===== src/rtl/b2b_link_pkg.sv =====
// rtl/b2b_link_pkg.sv - shared helpers for the back-to-back link agent
package b2b_link_pkg;

    localparam int CNT_RESET = 0;

    // Channel tag width; a single-channel agent still carries a 1-bit tag.
    function automatic int ch_width(input int n_ch);
        return (n_ch <= 1) ? 1 : $clog2(n_ch);
    endfunction

endpackage


===== src/rtl/b2b_sync_fifo.sv =====
// rtl/b2b_sync_fifo.sv - synchronous FIFO with extra-bit pointer wrap
module b2b_sync_fifo #(
    parameter int DATA_W = 8,
    parameter int DEPTH  = 4
) (
    input  logic              clk,
    input  logic              reset,
    input  logic              push,
    input  logic [DATA_W-1:0] push_data,
    input  logic              pop,
    output logic [DATA_W-1:0] pop_data,
    output logic              full,
    output logic              empty
);
    localparam int AW = $clog2(DEPTH);

    logic [DATA_W-1:0] mem [DEPTH];
    logic [AW:0]       wr_ptr;
    logic [AW:0]       rd_ptr;
    logic              do_push;
    logic              do_pop;

    assign empty    = (wr_ptr == rd_ptr);
    assign full     = (wr_ptr[AW] != rd_ptr[AW]) && (wr_ptr[AW-1:0] == rd_ptr[AW-1:0]);
    assign do_pop   = pop && !empty;
    // A full FIFO may still take a word when the head leaves on the same edge.
    assign do_push  = push && (!full || do_pop);
    assign pop_data = mem[rd_ptr[AW-1:0]];

    always_ff @(posedge clk) begin
        if (reset) begin
            wr_ptr <= '0;
            rd_ptr <= '0;
        end else begin
            if (do_push) wr_ptr <= wr_ptr + 1'b1;
            if (do_pop)  rd_ptr <= rd_ptr + 1'b1;
        end
    end

    always_ff @(posedge clk) begin
        if (do_push) mem[wr_ptr[AW-1:0]] <= push_data;
    end

endmodule


===== src/rtl/b2b_link_agent.sv =====
// rtl/b2b_link_agent.sv - multi-channel tagged link agent with RR arbiter and loopback
module b2b_link_agent
    import b2b_link_pkg::*;
#(
    parameter int N_CH       = 4,
    parameter int DATA_W     = 8,
    parameter int FIFO_DEPTH = 4,
    parameter int CNT_W      = 16,
    localparam int CH_W      = ch_width(N_CH)
) (
    input  logic                   clk,
    input  logic                   reset,
    input  logic                   loopback,
    input  logic [N_CH-1:0]        tx_valid,
    output logic [N_CH-1:0]        tx_ready,
    input  logic [N_CH*DATA_W-1:0] tx_data,
    output logic                   lnk_tx_valid,
    input  logic                   lnk_tx_ready,
    output logic [DATA_W-1:0]      lnk_tx_data,
    output logic [CH_W-1:0]        lnk_tx_chan,
    input  logic                   lnk_rx_valid,
    output logic                   lnk_rx_ready,
    input  logic [DATA_W-1:0]      lnk_rx_data,
    input  logic [CH_W-1:0]        lnk_rx_chan,
    output logic [N_CH-1:0]        rx_valid,
    input  logic [N_CH-1:0]        rx_ready,
    output logic [N_CH*DATA_W-1:0] rx_data,
    output logic [CNT_W-1:0]       tx_cnt,
    output logic [CNT_W-1:0]       rx_cnt,
    output logic [CNT_W-1:0]       drop_cnt
);
    typedef struct packed {
        logic [CH_W-1:0]   chan;
        logic [DATA_W-1:0] data;
    } link_word_t;

    logic [N_CH-1:0]   fifo_full;
    logic [N_CH-1:0]   fifo_empty;
    logic [N_CH-1:0]   fifo_pop;
    logic [DATA_W-1:0] fifo_dout [N_CH];
    logic [DATA_W-1:0] rx_reg    [N_CH];

    link_word_t        out_word;
    logic              out_valid;
    logic [CH_W-1:0]   last_grant;
    logic [CH_W-1:0]   grant_idx;
    logic              grant_any;
    logic              load_out;
    logic              tx_fire;
    logic              rx_fire;
    logic              rx_drop;
    logic              rx_free;
    logic [CH_W-1:0]   rx_in_chan;
    logic [DATA_W-1:0] rx_in_data;

    for (genvar c = 0; c < N_CH; c++) begin : g_ch
        b2b_sync_fifo #(.DATA_W(DATA_W), .DEPTH(FIFO_DEPTH)) u_fifo (
            .clk      (clk),
            .reset    (reset),
            .push     (tx_valid[c] && !fifo_full[c]),
            .push_data(tx_data[c*DATA_W +: DATA_W]),
            .pop      (fifo_pop[c]),
            .pop_data (fifo_dout[c]),
            .full     (fifo_full[c]),
            .empty    (fifo_empty[c])
        );
        assign fifo_pop[c] = load_out && grant_any && (grant_idx == CH_W'(c));
        assign rx_data[c*DATA_W +: DATA_W] = rx_reg[c];
    end

    assign tx_ready = ~fifo_full;

    // Round-robin: first non-empty FIFO after the last granted channel.
    always_comb begin
        grant_any = 1'b0;
        grant_idx = '0;
        for (int i = 1; i <= N_CH; i++) begin
            if (!grant_any && !fifo_empty[(int'(last_grant) + i) % N_CH]) begin
                grant_any = 1'b1;
                grant_idx = CH_W'((int'(last_grant) + i) % N_CH);
            end
        end
    end

    // In loopback the held TX word feeds the RX side directly.
    assign rx_in_chan   = loopback ? out_word.chan : lnk_rx_chan;
    assign rx_in_data   = loopback ? out_word.data : lnk_rx_data;
    assign rx_drop      = ({1'b0, rx_in_chan} >= (CH_W+1)'(N_CH));
    assign rx_free      = rx_drop || !rx_valid[rx_in_chan];

    assign lnk_rx_ready = !loopback && rx_free;
    assign tx_fire      = out_valid && (loopback ? rx_free : lnk_tx_ready);
    assign rx_fire      = loopback ? tx_fire : (lnk_rx_valid && lnk_rx_ready);
    assign load_out     = !out_valid || tx_fire;

    assign lnk_tx_valid = out_valid && !loopback;
    assign lnk_tx_data  = out_word.data;
    assign lnk_tx_chan  = out_word.chan;

    always_ff @(posedge clk) begin
        if (reset) begin
            out_valid  <= 1'b0;
            out_word   <= '0;
            last_grant <= CH_W'(N_CH - 1);
            tx_cnt     <= CNT_W'(CNT_RESET);
            rx_cnt     <= CNT_W'(CNT_RESET);
            drop_cnt   <= CNT_W'(CNT_RESET);
        end else begin
            if (load_out) begin
                out_valid <= grant_any;
                if (grant_any) begin
                    out_word.chan <= grant_idx;
                    out_word.data <= fifo_dout[grant_idx];
                    last_grant    <= grant_idx;
                end
            end
            if (tx_fire)             tx_cnt   <= tx_cnt + 1'b1;
            if (rx_fire && !rx_drop) rx_cnt   <= rx_cnt + 1'b1;
            if (rx_fire && rx_drop)  drop_cnt <= drop_cnt + 1'b1;
        end
    end

    // A register only loads while empty, so load and clear never coincide.
    always_ff @(posedge clk) begin
        if (reset) begin
            rx_valid <= '0;
            for (int c = 0; c < N_CH; c++) rx_reg[c] <= '0;
        end else begin
            for (int c = 0; c < N_CH; c++) begin
                if (rx_fire && !rx_drop && (rx_in_chan == CH_W'(c))) begin
                    rx_valid[c] <= 1'b1;
                    rx_reg[c]   <= rx_in_data;
                end else if (rx_ready[c]) begin
                    rx_valid[c] <= 1'b0;
                end
            end
        end
    end

endmodule

===== config.mk =====
export PLATFORM = sky130hd
export DESIGN_NAME = b2b_link_agent
export DESIGN_NICKNAME = d
export VERILOG_FILES = /design/src/rtl/b2b_link_pkg.sv /design/src/rtl/b2b_sync_fifo.sv /design/src/rtl/b2b_link_agent.sv
export SDC_FILE = /design/constraint.sdc
export NUM_CORES = 1
export LEC_CHECK = 0
export CORE_AREA = 3 3 121 169
export CTS_CLUSTER_DIAMETER = 120
export DETAILED_ROUTE_END_ITERATION = 6
export DIE_AREA = 0 0 124 172
export GPL_TIMING_DRIVEN = 1
export PLACE_DENSITY = 0.86
export SYNTH_ARGS = -nofsm -noshare
export SYNTH_HDL_FRONTEND = slang
export SYNTH_SLANG_ARGS = --single-unit

===== constraint.sdc =====
create_clock -name clk -period 3.7 [get_ports clk]
set_input_delay 0.74 -clock clk [delete_from_list [all_inputs] [get_ports clk]]
set_output_delay 0.74 -clock clk [all_outputs]
set_load 0.02 [all_outputs]

==> impl_metrics.yaml <==
clock_network:
  post_cts_buffers: 0
  htreeDepth: 1
  cts_tree: "done"
  insertion_delay_ns: 0.51
  cts.clk_slew.worst_paths_ns: 0.06
  holdBufCountCts: 0
  post_cts_resized: 0
  clock_path_buffers: 3
  root_buffer: "clkbuf_16"
  numCtsBuffers: 23
  clock-sinks: 241
global_route:
  grt_start_max_net_pins: 57
  antenna_found_initial: 0
  grt_pass1_wl_um: 33490
  grt_pass1_vias: 6459
  overflow: 0
  grt_use_total: 0.2011
finish:
  num-fill-cells: 1389
  antennaDiodeCount: 0
  final_common_cell: "edfxtp_1"
  fin_nets: 961
  largest_reg_flops: 128
  fin_cells: 1148
  final_cell_mix: "160 x edfxtp_1, 137 x clkdlybuf4s50_1, 95 x nor2_1"
  area_growth_pct: 22.82
  drive_above_1_share: 0.1089
synthesis:
  synth_cell_types: 53
  synth_area_um2: 10210
  yosysSeqAreaShare: 0.6296
  synth-seq-cells: 241
  syn_inst: 743
  syn-mean-instance-area_um2: 13.74
  synth-main-ff-cell: "edfxtp_1"
  synthArstFlopShare: 0
  ys.warnings.count: 0
  synth_edf_count: 160
power_and_ir_drop:
  p_leak_nw: 4.466
  power_frac_clock: 0.297
  power.density_nw_per_um2: 614.8
  p_seq_frac: 0.435
  p_int_mw: 5.303
  pwr-share-comb: 0.267
  switchingPower_mw: 2.405
  ir_drop_v: 0.0005171
  netSwitchingFraction: 0.3120
placed_design:
  port_buffers: 138
  dp_hpwl_um: 15420
  numPlacedInstances: 1107
  gp_congestion: 0.8443
setup_path:
  cp-end-kind: "primary output"
  startpoint: "loopback"
  cp_max_fo: 2
  r2r-start: "g_ch[2].u_fifo.wr_ptr[2]"
  start_kind: "primary input"
  worstSetupPathType: "primary input to primary output"
  crit_required_ns: 2.96
  cp.arrival_ns: 2.74
detailed_routing:
  vias_per_cell: 5.637
  wl_per_cell_um: 18.83
  vias: 6471
  drt_iter0_drc: 560
  drcViolationCount: 0
  first_pass_iters: 5
  drt-total-wl_um: 21620
  final_antenna_net_count: 0
timing:
  report.final.slew_viol_count: 0
  finClkSkew_ns: 0.01686
  slew_headroom: 0.3528
  rsz0062_at_grt: "no"
  setup_tns_ns: 0
  max_freq_mhz: 287.8
  setup_viol: 0
  worst_pin_slew_ns: 0.9708
  period_share: 0.9392
  hold_violations: 0
  min_period_ns: 3.475
run:
  drv_cap: 0
hold_path:
  hold_start: "tx_cnt[15]"
  hold_path.class: "register to register"
status:
  status: "complete, no violations"
floorplanning:
  fp.dieW_um: 124
  die_h_um: 172
  start_util: 0.5311
  num_rows: 60
  fp.coreArea_um2: 19220
  ios: 155
  dieArea_um2: 21330
[worst max-delay path: stages]
cell,delay [ns]
clkdlybuf4s50_1,0.49
mux2i_1,0.28
mux4_2,0.53
nor2_1,0.09
clkdlybuf4s50_1,0.60
[cell usage after synthesis (10+ instances only)]
library cell  instances  area share
edfxtp_1            160        0.47
and3_1               17       0.010
nand2_1              19      0.0070
dfxtp_1              81        0.16
and4_1               20       0.017
and2_1               13      0.0080
nand4_1              10      0.0061
buf_4                16       0.012
inv_1                18      0.0066
mux2i_1              12       0.012
a211oi_1             18       0.013
xor2_1               31       0.027
ha_1                 22       0.027
nand3b_1             12      0.0088
nor2_1               95       0.035
xnor2_1              19       0.016
mux4_2               35       0.077
clkbuf_1             23      0.0085
o31ai_1              14       0.010
nand3_1              15      0.0074
a21oi_1              24       0.012
[layer usage]
layer / track usage / routed length, µm / vias up
met1: 0.2377 / 7962 / 3167
met5: 0 / 0 / -
li1: - / - / 3026
met4: 0.06911 / 716 / 0
met2: 0.3683 / 11500 / 231
met3: 0.03305 / 1444 / 47
[power groups by stage]
stage	Sequential (mW)	Clock (mW)	Combinational, mW
4_1_cts	3.36	2.31	2.04
2_1_floorplan	3.39	0	1.32
3_3_place_gp	3.40	0	1.96
6_report	3.36	2.29	2.06
5_1_grt	3.39	2.43	2.22
3_5_place_dp	3.41	0	2.02
[path summary, 6_finish.rpt]
path	endpoint	slack (ns)	cells after the start
worst max-delay path	lnk_rx_ready	0.22	5
worst min-delay path	tx_cnt[15]	0.53	2
worst max register to register	g_ch[3].u_fifo.rd_ptr[2]	0.58	7
worst min register to register	tx_cnt[15]	0.53	2
[per-stage QoR]
| step | instance area, µm² | total power, mW | hold WS (ns) | utilization | setup WS, ns |
|---|---|---|---|---|---|
| 3_5_place_dp | 11800 | 5.433 | 0.5173 | 0.6139 | 0.1514 |
| 3_3_place_gp | 11800 | 5.363 | 0.4981 | 0.6139 | 0.1990 |
| 5_1_grt | 12540 | 8.035 | 0.5671 | 0.6523 | 0.08647 |
| 4_1_cts | 12540 | 7.709 | 0.5420 | 0.6523 | 0.1993 |
| 2_1_floorplan | 10260 | 4.707 | 0.4903 | - | 0.7960 |
| 6_report | 12540 | 7.708 | 0.5327 | 0.6523 | 0.2249 |
[logic make-up (layout without fill, tap and decap cells)]
family	Yosys count	count (layout)	share of synthesized area
AOI/OAI and AO/OA	76	76	0.05234
xor gates and xnor gates	50	50	0.04290
adders and majority gates	22	22	0.02697
buffers and inverters	68	210	0.03113
DFF	241	241	0.6296
muxes	52	52	0.09451
other	1	16	0.0003674
and+or+nand+nor	233	233	0.1222
[final cells by class]
cell class / instances / area, µm² / area share
Multi-Input combinational cell: 449 / 3520 / 0.2807
Clock inverter: 8 / 75.07 / 0.005988
Sequential cell: 241 / 6426 / 0.5126
Timing Repair Buffer: 151 / 1474 / 0.1176
Inverter: 18 / 67.56 / 0.005389
Clock buffer: 33 / 664.4 / 0.05299
Tap cell: 248 / 310.3 / 0.02475
(Power assumes the default switching activity.)
